## src/rtl/mux_rr_arbiter.sv

```systemverilog
// mux_rr_arbiter
//   Round-robin arbiter for the shared 4-input, 32-bit select multiplexer.
//   One requester holds the mux at a time. A grant lasts until the holder
//   marks its last beat, drops its request, or reaches MAX_HOLD beats. At that
//   point the arbiter hands the mux to the next requester in round-robin order
//   on the same edge, with no idle cycle in between.
//
//   Handshake: the mux carries valid data only while valid_o is high.
//   grant_o/select_o name the holder for that cycle. req_i[k] is a level
//   request and is not latched, so a requester must keep its bit high until it
//   is granted. last_i is sampled only while a grant is active.
//
// Ports
//   clk_i      clock; all state changes on the rising edge
//   rst_i      asynchronous, active-low reset
//   req_i      per-requester request, bit k = requester k
//   last_i     holder's final-beat marker
//   grant_o    registered one-hot grant, all zero when idle
//   select_o   mux select = index of the granted requester (held when idle)
//   valid_o    grant active
//   preempt_o  one-cycle pulse after a grant is ended by MAX_HOLD
module mux_rr_arbiter #(
    parameter int MAX_HOLD = 16
) (
    input  logic       clk_i,
    input  logic       rst_i,
    input  logic [3:0] req_i,
    input  logic       last_i,
    output logic [3:0] grant_o,
    output logic [1:0] select_o,
    output logic       valid_o,
    output logic       preempt_o
);

    localparam logic [0:0] ST_IDLE  = 1'b0;
    localparam logic [0:0] ST_GRANT = 1'b1;

    localparam logic [7:0] HOLD_LAST = 8'(MAX_HOLD - 1);

    logic [0:0] state_q, state_d;
    logic [3:0] grant_q, grant_d;
    logic [1:0] sel_q,   sel_d;
    logic [1:0] ptr_q,   ptr_d;
    logic [7:0] cnt_q,   cnt_d;
    logic       preempt_q, preempt_d;

    // Release conditions for the current holder
    logic rel_last, rel_drop, rel_hold, release_now;
    logic [1:0] next_ptr;
    logic [2:0] pick_idle, pick_rel;

    // Returns {found, index}. The scan starts at ptr and wraps, so the first
    // set bit at or after ptr wins. Iterating from the farthest offset down
    // to offset 0 lets the nearest hit overwrite the result last.
    function automatic logic [2:0] rr_pick(input logic [3:0] req,
                                           input logic [1:0] ptr);
        logic [2:0] res;
        logic [1:0] idx;
        res = 3'b000;
        for (int i = 3; i >= 0; i--) begin
            idx = ptr + 2'(i);
            if (req[idx]) begin
                res = {1'b1, idx};
            end
        end
        return res;
    endfunction

    assign rel_last    = last_i;
    assign rel_drop    = ~req_i[sel_q];
    assign rel_hold    = (cnt_q == HOLD_LAST);
    assign release_now = rel_last | rel_drop | rel_hold;
    assign next_ptr    = sel_q + 2'd1;
    assign pick_idle   = rr_pick(req_i, ptr_q);
    assign pick_rel    = rr_pick(req_i, next_ptr);

    always_comb begin
        state_d   = state_q;
        grant_d   = grant_q;
        sel_d     = sel_q;
        ptr_d     = ptr_q;
        cnt_d     = cnt_q;
        preempt_d = 1'b0;

        case (state_q)
            ST_IDLE: begin
                if (pick_idle[2]) begin
                    state_d = ST_GRANT;
                    sel_d   = pick_idle[1:0];
                    grant_d = 4'b0001 << pick_idle[1:0];
                    cnt_d   = 8'd0;
                end
            end
            ST_GRANT: begin
                if (release_now) begin
                    // The holder moves to lowest priority before re-arbitrating.
                    ptr_d     = next_ptr;
                    preempt_d = rel_hold & ~rel_last & ~rel_drop;
                    cnt_d     = 8'd0;
                    if (pick_rel[2]) begin
                        sel_d   = pick_rel[1:0];
                        grant_d = 4'b0001 << pick_rel[1:0];
                    end else begin
                        // Going idle: select_o keeps pointing at the last holder.
                        state_d = ST_IDLE;
                        grant_d = 4'b0000;
                    end
                end else begin
                    cnt_d = cnt_q + 8'd1;
                end
            end
            default: begin
                state_d = ST_IDLE;
                grant_d = 4'b0000;
            end
        endcase
    end

    always_ff @(posedge clk_i or negedge rst_i) begin
        if (!rst_i) begin
            state_q   <= ST_IDLE;
            grant_q   <= 4'b0000;
            sel_q     <= 2'd0;
            ptr_q     <= 2'd0;
            cnt_q     <= 8'd0;
            preempt_q <= 1'b0;
        end else begin
            state_q   <= state_d;
            grant_q   <= grant_d;
            sel_q     <= sel_d;
            ptr_q     <= ptr_d;
            cnt_q     <= cnt_d;
            preempt_q <= preempt_d;
        end
    end

    assign grant_o   = grant_q;
    assign select_o  = sel_q;
    assign valid_o   = (state_q == ST_GRANT);
    assign preempt_o = preempt_q;

endmodule

```

## config.mk

```make
export PLATFORM = sky130hd
export DESIGN_NAME = mux_rr_arbiter
export DESIGN_NICKNAME = d
export VERILOG_FILES = /design/src/rtl/mux_rr_arbiter.sv
export SDC_FILE = /design/constraint.sdc
export NUM_CORES = 1
export LEC_CHECK = 0
export CAP_MARGIN = 30
export CELL_PAD_IN_SITES_DETAIL_PLACEMENT = 1
export CELL_PAD_IN_SITES_GLOBAL_PLACEMENT = 1
export CORE_ASPECT_RATIO = 1.25
export CORE_MARGIN = 2
export CORE_UTILIZATION = 25
export DETAILED_ROUTE_END_ITERATION = 6
export PLACE_DENSITY_LB_ADDON = 0.1
export SYNTH_ARGS = -nofsm -noshare
export SYNTH_HDL_FRONTEND = slang
export SYNTH_SLANG_ARGS = --single-unit
```

## constraint.sdc

```tcl
create_clock -name clk_i -period 2.55 [get_ports clk_i]
set_clock_uncertainty 0.15 [all_clocks]
set_input_delay 0.51 -clock clk_i [delete_from_list [all_inputs] [get_ports clk_i]]
set_output_delay 0.51 -clock clk_i [all_outputs]
set_load 0.1 [all_outputs]
```

# Word-level counts from Yosys, hierarchy flattened
# Cells that the tools add are included.
totals:
  memories: 0
  romBits: 0
  register_bits: 18
  mem_bits_rw: 0
  latch_bits: 0
op_classes:
  eq_ne: 4
  shift: 2
  n_addsub: 8
  n_bitwise: 7
  mux: 43
  order_cmp: 9
  multipliers: 0
  n_reduce_logical: 3
  div_mod_pow: 0
ops:
  columns: ["op", "count"]
  rows:
  - ["$lt 2x3->1 const B", 9]
  - ["$mux 3", 8]
  - ["$bmux 1 s2", 9]
  - ["$mux 8", 2]
  - ["$pmux 8 s2", 1]
  - ["$mux 1", 14]
  - ["$mux 4", 3]
  - ["$add 2x2->2 const B", 4]
  - ["$add 8x1->8 const B", 1]
  - ["$eq 8x4->1 const B", 1]
  - ["$pmux 4 s2", 1]
  - ["$shl 1x2->4 const A", 2]
  - ["$add 2x1->2 const B", 3]
  - ["$mux 2", 3]
  - ["$ne 2x1->1 const B", 2]
  - ["$pmux 2 s2", 1]
  - ["$reduce_and 2->1", 2]
  - ["$not 1->1", 3]
  - ["$reduce_and 3->1", 1]
  - ["$and 1x1->1", 2]
  - ["$ne 2x2->1 const B", 1]
  - ["$or 1x1->1", 2]
  - ["$pmux 1 s2", 1]

# Depth between registers and ports, before layout
logic_depth:
  depth_word: 12
  depth_mapped: 7
  mapped_depth_nobuf: 6

# Worst setup path before layout
# No wires, ideal clock.
synth_timing:
  path_type: "register to register"
  startpoint: "register sel_q[1] (netlist: select_o[1])"
  endpoint: "register grant_q[2] (netlist: grant_o[2])"
  required_ns: 2.279
  stages_incl_launch_ff: 7
  path_buffers: 1
  setup_time_ns: 0.121
  slack_ns: 0.067
  arrival_ns: 2.212
  path_cell_list: "dfrtp_1 > buf_4 > mux2_4 > o2bb2ai_4 > a21oi_2 > o31ai_1 > o22a_1"
synth_between:
  elab_chain_len: 12
  word_cells_on_any_way: 27
  cone_classes: "add/sub (4); eq/ne (1); shift (1); mux (17); bitwise (3); reduce/logical (1)"
synth_lines:
  columns: ["element", "line_no", "source"]
  rows:
  - ["start, declared", "42", "logic [1:0] sel_q, sel_d;"]
  - ["start signal, assigned", "130", "sel_q <= sel_d;"]
  - ["$add 2x1->2", "73", "assign next_ptr = sel_q + 2'd1;"]
  - ["$add 2x2->2", "61", "idx = ptr + 2'(i);"]
  - ["$bmux 1 s2", "62", "if (req[idx]) begin"]
  - ["$mux 1 (not written as such)", "62", null]
  - ["$mux 3 (4 in a row)", "62", null]
  - ["$shl 1x2->4", "102", "grant_d = 4'b0001 << pick_rel[1:0];"]
  - ["$mux 4", "100", "if (pick_rel[2]) begin"]
  - ["$mux 4", "95", "if (release_now) begin"]
  - ["$pmux 4 s2", "85", "case (state_q)"]
  - ["end signal, assigned", "129", "grant_q <= grant_d;"]
  - ["end, declared", "41", "logic [3:0] grant_q, grant_d;"]
# Parallel ways exist; a longest one is shown, timed or not. The select of a mux whose other input is x is not followed.
# A chain may end at the register's enable or synchronous reset.

# Worst setup path after layout
layout_timing:
  startpoint: "input port req_i[1]"
  endpoint: "register sel_q[1] (netlist: select_o[1])"
layout_between:
  elab_chain_len: 9
  word_cells_on_any_way: 37
  cone_classes: "eq/ne (3); mux (30); bitwise (3); reduce/logical (1)"
layout_lines:
  columns: ["element", "line_no", "source"]
  rows:
  - ["start, declared", "27", "input logic [3:0] req_i,"]
  - ["$bmux 1 s2", "62", null]
  - ["$mux 1 (not written as such)", "62", null]
  - ["$mux 3 (4 in a row)", "62", null]
  - ["$mux 2", "100", null]
  - ["$mux 2", "95", null]
  - ["$pmux 2 s2", "85", null]
# Parallel ways exist; a longest one is shown, timed or not. The select of a mux whose other input is x is not followed.

==> flow_metrics.tcl <==
set metrics [dict create \
    fillers 521 \
    wire_per_inst_um 14.9 \
    numCtsBuffers 3 \
    post-route-period-util_pct 88.5 \
    synth_edf_count 0 \
    cts-root-buf "clkbuf_8" \
    hold_viol 0 \
    antenna_found_initial 0 \
    min_period_ns 2.26 \
    relSlewSlack_pct 68.8 \
    synth_area_um2 1150 \
    cts_sinks 18 \
    nNetsFinal 155 \
    cts_resized 0 \
    drv_cap 0 \
    row_count 27 \
    hold_buffers 0 \
    dieArea_um2 5170 \
    worst-setup-path-type "input port to flop" \
    vdd_ir_drop_max_v 0.000368 \
    fp.coreArea_um2 4430 \
    path_cells "clkdlybuf4s50_1 -> o21ai_0 -> o21ai_0 -> a211o_1 -> mux2_2 -> a21oi_1" \
    power.density_nw_per_um2 1110 \
    grt_pass1_wl_um 5250 \
    tritoncts "built" \
    worstSkewPairLatency_ns 0.25 \
    critPathMostFrequentCell "o21ai_0" \
    firstDrtPassIters 2 \
    hp-class "flop to flop" \
    syn_nets 133 \
    status "completed" \
    synth.avg_cell_area_um2 9.21 \
    ios 15 \
    cp-start-kind "input port" \
    fin_tns_setup_ns 0 \
    synthFlopType "dfrtp_1" \
    path_max_fanout 7 \
    htree_num_levels 1 \
    grt_pass1_vias 1109 \
    die_y_um 79.9 \
    gp_congestion 0.786 \
    post_cts_buffers 0 \
    drt_iter0_drc 14 \
    wirelength_um 3030 \
    grt_use_met1_pct 14.6 \
    slew_viol_final 0 \
    worst_pin_slew_ns 0.469 \
    yosys_warnings 0 \
    initial_core_util_pct 26.0 \
    area_delta_synth_final_pct 23.9 \
    crit_required_ns 2.57 \
    critPathMaxStageDelay_ns 0.55 \
    worstSetupEndpointType "flop" \
    drcViolationCount 0 \
    hpwlAfterDp_um 2400 \
    crit_arrival_ns 2.28 \
    power_uw 1580 \
    leakage_uw 0.000621 \
    clk_path_buf_depth 2 \
    crit_slowest_cell "clkdlybuf4s50_1" \
    grtUsageMet2_pct 24.7 \
    finalSetupViolations 0 \
    vias 1000 \
    diodes 0 \
    drtAntennaViolNets 0 \
    ys_seq_area_share_pct 39.1 \
    overflow 0 \
    critPathTopFamily "compound AO/OA/AOI/OAI gates" \
    post_drt_via_cell_ratio 4.90 \
    grtUsageTotal_pct 13.4 \
    numPortBuffers 14 \
    rsz0062_at_grt "false" \
    ys_ff_latch 18 \
    synth_cells 125 \
    hold_slack_ns 0.374 \
    timing.fmax_mhz 443 \
    grt_max_degree 19 \
    path_clk_slew_ns 0.07 \
    busiest_layer "met2" \
    async_reset_ff_share_pct 100 \
    synthDistinctLibCells 47 \
    worst-path-buf-inv 1 \
    die_x_um 64.7 \
    grt_util_met3_pct 1.83 \
    drive_above_1_share_pct 19.9 \
]
==> layout make-up <==
class	count	area [um2]	area share, %
clock buffer	4	55.1	3.86
inverter	5	18.8	1.32
multi-input combinational	97	649	45.5
sequential	18	450	31.6
tap	58	72.6	5.09
timing repair buffer	22	180	12.6
==> layout by cell type (no fill, tap or decap), types with 4 or more instances in the layout <==
| cell | Yosys | layout |
|---|---|---|
| dfrtp_1 | 18 | 18 |
| buf_4 | 1 | 16 |
| o21ai_0 | 11 | 11 |
| nand2_1 | 9 | 9 |
| nor2_1 | 9 | 9 |
| a21oi_1 | 8 | 8 |
| nand2b_1 | 6 | 6 |
| clkdlybuf4s50_1 | 0 | 6 |
| inv_1 | 5 | 5 |
| and3_1 | 4 | 4 |
| clkbuf_8 | 0 | 4 |
==> Yosys cell counts, types with 3 or more instances <==
cell type / number / share of area (%)
a21oi_1: 8 / 3.5
nor3_1: 3 / 1.3
inv_1: 5 / 1.6
o21ai_0: 11 / 4.8
and3_1: 4 / 2.2
nand2b_1: 6 / 3.3
nor3b_1: 3 / 2.0
nor2_1: 9 / 2.9
dfrtp_1: 18 / 39
nand2_1: 9 / 2.9
==> through the flow <==
stage | cells | area [um2] | worst slack, ns | util [%]
finish | 204 | 1430 | 0.293 | 32.2
detailed placement | 200 | 1370 | 0.0141 | 31.0
global placement | 200 | 1370 | 0.0686 | 31.0
floorplan | 125 | 1150 | 0.0669 | -
global route | 204 | 1430 | 0.135 | 32.2
CTS | 204 | 1430 | 0.274 | 32.2
==> sequential cells by signal, summed over array words and instances (netlist names) <==
| name | flops |
|---|---|
| cnt_q | 8 |
| grant_o | 4 |
| ptr_q | 2 |
| select_o | 2 |
| preempt_o | 1 |
| valid_o | 1 |
==> report_power, final <==
part / switching, uW / total (uW) / leakage (uW) / internal (uW)
Combinational: 606 / 886 / 0.000362 / 281
Sequential: 101 / 461 / 0.000230 / 360
Clock: 99.6 / 237 / 0.0000288 / 137
Total: 806 / 1580 / 0.000621 / 778
==> final timing paths <==
path	startpoint	endpoint	slack (ns)	depth (start not counted)
worst max-delay path	req_i[1]	select_o[1]$_DFFE_PN0P_	0.29	6
worst min-delay path	grant_o[2]$_DFFE_PN0P_	grant_o[2]$_DFFE_PN0P_	0.37	1
worst max register to register	cnt_q[0]$_DFFE_PN0P_	ptr_q[1]$_DFFE_PN0P_	0.50	6
worst min register to register	grant_o[2]$_DFFE_PN0P_	grant_o[2]$_DFFE_PN0P_	0.37	1
max in group asynchronous	rst_i	cnt_q[0]$_DFFE_PN0P_	1.61	2
min in group asynchronous	rst_i	cnt_q[3]$_DFFE_PN0P_	0.44	2
==> layer usage <==
layer  share of wire, %  routed length [um]
met1                 43                1310
met5                  0                   0
met2                 53                1610
met4                2.2                  66
met3                1.7                  52
==> cell families after synthesis <==
family	after synthesis	share of synthesized area (%)
multiplexers	6	6.19
buffers and inverters	10	4.46
AND/OR/NAND/NOR	49	24.7
XOR/XNOR	2	1.52
AO/OA/AOI/OAI	39	22.9
flip-flops	18	39.1
adder cells (fa/ha/maj)	1	1.09
Note: power is estimated with default switching activity, not from simulation.
